===== config.mk =====
export PLATFORM = sky130hd
export DESIGN_NAME = game_ctrl
export DESIGN_NICKNAME = d
export VERILOG_FILES = /design/src/rtl/vga_pkg.sv /design/src/rtl/edge_sync.sv /design/src/rtl/game_ctrl.sv
export SDC_FILE = /design/constraint.sdc
export NUM_CORES = 1
export LEC_CHECK = 0
export ABC_AREA = 0
export CORE_AREA = 2 2 56 58
export CTS_CLUSTER_SIZE = 8
export DETAILED_ROUTE_END_ITERATION = 12
export DIE_AREA = 0 0 58 60
export GPL_ROUTABILITY_DRIVEN = 0
export PLACE_DENSITY = 0.76
export SKIP_LAST_GASP = 1
export SYNTH_ARGS = -nofsm -noshare
export SYNTH_HDL_FRONTEND = slang
export SYNTH_SLANG_ARGS = --single-unit

===== constraint.sdc =====
create_clock -name clk -period 2.3 [get_ports clk]
set_clock_uncertainty 0.15 [all_clocks]
set_input_delay 0.345 -clock clk [delete_from_list [all_inputs] [get_ports clk]]
set_output_delay 0.345 -clock clk [all_outputs]
set_load 0.03 [all_outputs]

===== src/rtl/vga_pkg.sv =====
// Shared VGA/pong definitions: game state encoding seen by the overlay stage
// and the default winning score.
package vga_pkg;

    // Overlay compares against menu_start and game_over, so these codes are fixed.
    typedef enum logic [1:0] {
        menu_start = 2'd0,
        play       = 2'd1,
        serve      = 2'd2,
        game_over  = 2'd3
    } game_state_t;

    localparam logic [3:0] WIN_SCORE_DEF = 4'd9;

endpackage


===== src/rtl/edge_sync.sv =====
// Optional N-stage synchroniser followed by a registered-history rising-edge
// detector; SYNC_STAGES=0 gives edge detection only.
module edge_sync #(
    parameter int unsigned SYNC_STAGES = 2
) (
    input  logic clk,
    input  logic rst,
    input  logic sig,
    output logic rise
);

    logic sig_q;
    logic sig_prev;

    generate
        if (SYNC_STAGES == 0) begin : g_direct
            assign sig_q = sig;
        end else begin : g_chain
            logic [SYNC_STAGES-1:0] chain;
            always_ff @(posedge clk) begin
                if (!rst) begin
                    chain <= '0;
                end else begin
                    chain[0] <= sig;
                    for (int unsigned i = 1; i < SYNC_STAGES; i++) begin
                        chain[i] <= chain[i-1];
                    end
                end
            end
            assign sig_q = chain[SYNC_STAGES-1];
        end
    endgenerate

    always_ff @(posedge clk) begin
        if (!rst) begin
            sig_prev <= 1'b0;
        end else begin
            sig_prev <= sig_q;
        end
    end

    assign rise = sig_q & ~sig_prev;

endmodule


===== src/rtl/game_ctrl.sv =====
// Pong game-flow controller: menu/serve/play/game-over sequencing, score
// keeping and ball hold/serve control, timed in VGA frames.
module game_ctrl
    import vga_pkg::*;
#(
    parameter logic [3:0]  WIN_SCORE    = WIN_SCORE_DEF,
    parameter int unsigned SERVE_FRAMES = 60,
    parameter int unsigned OVER_FRAMES  = 180,
    parameter int unsigned FCNT_W       = 9
) (
    input  logic       clk,
    input  logic       rst,
    input  logic       vblnk,
    input  logic       start_btn,
    input  logic       miss_left,
    input  logic       miss_right,
    output logic [1:0] state,
    output logic [3:0] player1_score,
    output logic [3:0] player2_score,
    output logic       ball_hold,
    output logic       serve_dir,
    output logic       score_evt
);

    localparam logic [FCNT_W-1:0] SERVE_LAST = FCNT_W'(SERVE_FRAMES - 1);
    localparam logic [FCNT_W-1:0] OVER_LAST  = FCNT_W'(OVER_FRAMES - 1);

    game_state_t       state_q;
    logic [FCNT_W-1:0] fcnt;
    logic              start_rise;
    logic              frame_tick;
    logic [3:0]        p1_inc;
    logic [3:0]        p2_inc;

    edge_sync #(.SYNC_STAGES(2)) u_start_sync (
        .clk  (clk),
        .rst  (rst),
        .sig  (start_btn),
        .rise (start_rise)
    );

    edge_sync #(.SYNC_STAGES(0)) u_vblnk_edge (
        .clk  (clk),
        .rst  (rst),
        .sig  (vblnk),
        .rise (frame_tick)
    );

    always_comb begin
        p1_inc = player1_score + 4'd1;
        p2_inc = player2_score + 4'd1;
    end

    // ball_hold is assigned alongside every transition so it tracks the new state.
    always_ff @(posedge clk) begin
        if (!rst) begin
            state_q       <= menu_start;
            player1_score <= '0;
            player2_score <= '0;
            ball_hold     <= 1'b1;
            serve_dir     <= 1'b0;
            score_evt     <= 1'b0;
            fcnt          <= '0;
        end else begin
            score_evt <= 1'b0;
            case (state_q)
                menu_start: begin
                    ball_hold <= 1'b1;
                    if (start_rise) begin
                        player1_score <= '0;
                        player2_score <= '0;
                        serve_dir     <= 1'b0;
                        fcnt          <= '0;
                        state_q       <= serve;
                    end
                end
                serve: begin
                    ball_hold <= 1'b1;
                    if (frame_tick) begin
                        if (fcnt == SERVE_LAST) begin
                            fcnt      <= '0;
                            ball_hold <= 1'b0;
                            state_q   <= play;
                        end else begin
                            fcnt <= fcnt + FCNT_W'(1);
                        end
                    end
                end
                play: begin
                    ball_hold <= 1'b0;
                    fcnt      <= '0;
                    if (miss_left && miss_right) begin
                        ball_hold <= 1'b1;
                        state_q   <= serve;
                    end else if (miss_right) begin
                        player1_score <= p1_inc;
                        serve_dir     <= 1'b1;
                        score_evt     <= 1'b1;
                        ball_hold     <= 1'b1;
                        state_q       <= (p1_inc == WIN_SCORE) ? game_over : serve;
                    end else if (miss_left) begin
                        player2_score <= p2_inc;
                        serve_dir     <= 1'b0;
                        score_evt     <= 1'b1;
                        ball_hold     <= 1'b1;
                        state_q       <= (p2_inc == WIN_SCORE) ? game_over : serve;
                    end
                end
                game_over: begin
                    ball_hold <= 1'b1;
                    if (start_rise && fcnt == OVER_LAST) begin
                        fcnt    <= '0;
                        state_q <= menu_start;
                    end else if (frame_tick && fcnt != OVER_LAST) begin
                        fcnt <= fcnt + FCNT_W'(1);
                    end
                end
                default: begin
                    ball_hold <= 1'b1;
                    fcnt      <= '0;
                    state_q   <= menu_start;
                end
            endcase
        end
    end

    assign state = state_q;

endmodule


==> results.cfg <==
[sta]
drv_slew = 0
min_period_ns = 2.120
fin_tns_setup_ns = 0
worst_slew_pin_slew_ns = 0.3811
finalCritPeriodShare = 0.9220
fmax_ghz = 0.4716
slew_headroom = 0.7444
hold_violations = 0
setup_violations = 0
rsz0062_at_grt = no

[synthesis]
ys_types = 42
ys.flop_type = dfxtp_1
ys_ff_latch = 26
syn-mean-instance-area_um2 = 8.525
ys_seq_area_frac = 0.3449
yosys_warnings = 0
synth_nets = 191
async_flop_share = 0
synthCells = 177
netlist_area_um2 = 1509
synth_edf_count = 0

[setup_path]
slowest_delay_ns = 0.42
path_cells = inv_1 > ha_1 > inv_1 > nand4_1 > a211oi_1 > mux2i_1 > a21o_1
arrival_ns = 2.27
critPathBufInv = 2
critical_path.top_delay_family = compound AO/OA/AOI/OAI gates
cp_data_required_time_ns = 2.45
cp-start-kind = register
worst-setup-path-type = register to register
crit_fanout = 5
slowest_stage = dfxtp_1
crit_top_cell = inv_1
endpoint_kind = register

[route]
drc = 0
finalWirelength_um = 3298
vias_per_cell = 6.009
drtAntennaViolNets = 0
first_pass_iters = 4
wl_per_cell_um = 14.22
vias = 1394
drt_iter0_markers = 67

[pwr]
powerDensity_nw_per_um2 = 725.0
leakage_nw = 0.6252
seq_power_share = 0.389
internal_power_uw = 797.9
p_clk_frac = 0.181
total_power_mw = 1.303
power.switching_uw = 504.8
combPwrFrac = 0.429
vdd_drop_max_mv = 0.6057
switching_share = 0.3875

[clock_network]
h-tree-depth = 1
clk_latency_ns = 0.33
tritoncts = yes
holdBufCountCts = 0
clockBufferDepth = 2
cts_buffers = 3
root_buffer = clkbuf_4
numClockSinks = 26
clk_pin_slew_ns = 0.15

[final_layout]
finalInstanceArea_um2 = 1797
final_cell_mix = dfxtp_1 (24), nand2_1 (18), clkdlybuf4s50_1 (18), nand3_1 (13), nor2b_1 (11)
layout.nets = 214
synthToLayoutAreaGrowth_pct = 19.07
drive_above_1_share = 0.1005
fin_util = 0.6190
mostFrequentLayoutCell = dfxtp_1
antenna_cells = 0

[worst_hold_path]
hold_class = register to register

[run_status]
outcome = finished, final reports clean

[global_routing]
antenna_found_initial = 0
grt.total_usage = 0.2031
first_global_vias = 1276
grt_pass1_wl_um = 5451
grt_overflow = 0
grt_max_degree = 16

[job]
cap_violations = 0

[placement]
postPlaceCellArea_um2 = 1753
dp_hpwl_um = 2504
portBuffers = 18

[die]
die-area_um2 = 3480
start_util = 0.5198
num_io_pins = 19
core_um2 = 2903
fp.dieH_um = 60
dieWidth_um = 58
row_count = 20
[Yosys cell counts, types with 3 or more instances]
master	count	area, µm²
a21oi_1	4	20.02
o211ai_1	4	30.03
nor2_1	4	15.01
a21boi_0	5	37.54
nand4_1	9	56.30
inv_1	5	18.77
a21o_1	4	30.03
mux2i_1	3	30.03
nand2_1	18	67.56
nor3b_1	3	22.52
clkbuf_1	6	22.52
dfxtp_1	26	520.5
o22ai_1	4	25.02
nand3b_1	3	22.52
o21ai_0	6	30.03
ha_1	8	100.1
a22oi_1	3	22.52
xnor2_1	5	43.79
nor2b_1	11	68.82
nand2b_1	4	25.02
nand3_1	13	65.06
and2_1	4	25.02
o31ai_1	3	22.52
[sequential cells by signal (all words and copies together), names as in the netlist]
| name | cells |
|---|---|
| u_start_sync.g_chain.chain | 2 |
| fcnt | 9 |
| serve_dir | 1 |
| state | 2 |
| u_start_sync.sig_prev | 1 |
| player1_score | 4 |
| ball_hold | 1 |
| score_evt | 1 |
| u_vblnk_edge.sig_prev | 1 |
| player2_score | 4 |
[worst reg2reg max path: stages, from the launching register on]
cell	delay, ns
dfxtp_1	0.42
inv_1	0.12
ha_1	0.25
inv_1	0.14
nand4_1	0.21
a211oi_1	0.41
mux2i_1	0.25
a21o_1	0.12
[power by group through the flow]
stage / clock network [mW] / registers (mW) / logic (mW)
CTS: 0.243 / 0.504 / 0.550
finish: 0.236 / 0.507 / 0.559
global placement: 0 / 0.511 / 0.531
global route: 0.254 / 0.511 / 0.614
detailed placement: 0 / 0.514 / 0.549
floorplan: 0 / 0.554 / 0.337
[through the flow]
stage	instances	worst slack (ns)	hold slack, ns
6_report	232	0.1795	0.3114
5_1_grt	232	0.02592	0.3264
4_1_cts	232	0.1019	0.3156
3_5_place_dp	228	0.07539	0.2789
3_3_place_gp	228	0.1532	0.2771
2_1_floorplan	177	0.02208	0.2619
[layout make-up]
cell class              count  area [µm²]
fillers                   272        1106
multi-input cells         140       952.2
flip-flops and latches     26       523.0
repair buffers             24       225.2
well taps                  33       41.29
clock buffers               4       36.28
inverters                   5       18.77
[path summary, 6_finish.rpt]
kind                                  from                            end  slack (ns)  depth (start not counted)
min reg2reg  u_start_sync.g_chain.chain[0]  u_start_sync.g_chain.chain[1]        0.31                          1
min          u_start_sync.g_chain.chain[0]  u_start_sync.g_chain.chain[1]        0.31                          1
max reg2reg                       state[0]                       state[0]        0.18                          7
max                               state[0]                       state[0]        0.18                          7
[cells by family (layout without fill, tap and decap cells)]
logic type | count (synthesis) | in the layout | synth area share
AND/OR/NAND/NOR | 80 | 80 | 0.3010
AO/OA/AOI/OAI | 44 | 44 | 0.2115
flip-flops | 26 | 26 | 0.3449
buffers and inverters | 11 | 33 | 0.02736
adder cells (fa/ha/maj) | 8 | 8 | 0.06634
XOR/XNOR | 5 | 5 | 0.02902
multiplexers | 3 | 3 | 0.01990
[layer usage]
metal | vias up | routed length (µm) | track usage
met5 | - | 0 | 0
met1 | 659 | 1487 | 0.2390
li1 | 699 | - | -
met3 | 7 | 111 | 0.02165
met2 | 29 | 1641 | 0.3750
met4 | 0 | 58 | 0.08306
[timing repair]
action                                  in CTS  in global routing
gates resized for setup                      0                  4
endpoints found under the setup margin       0                  2
buffers inserted                             0                  0
hold endpoints to repair                     0                  0
No activity file was read; power rests on OpenSTA's default activity.
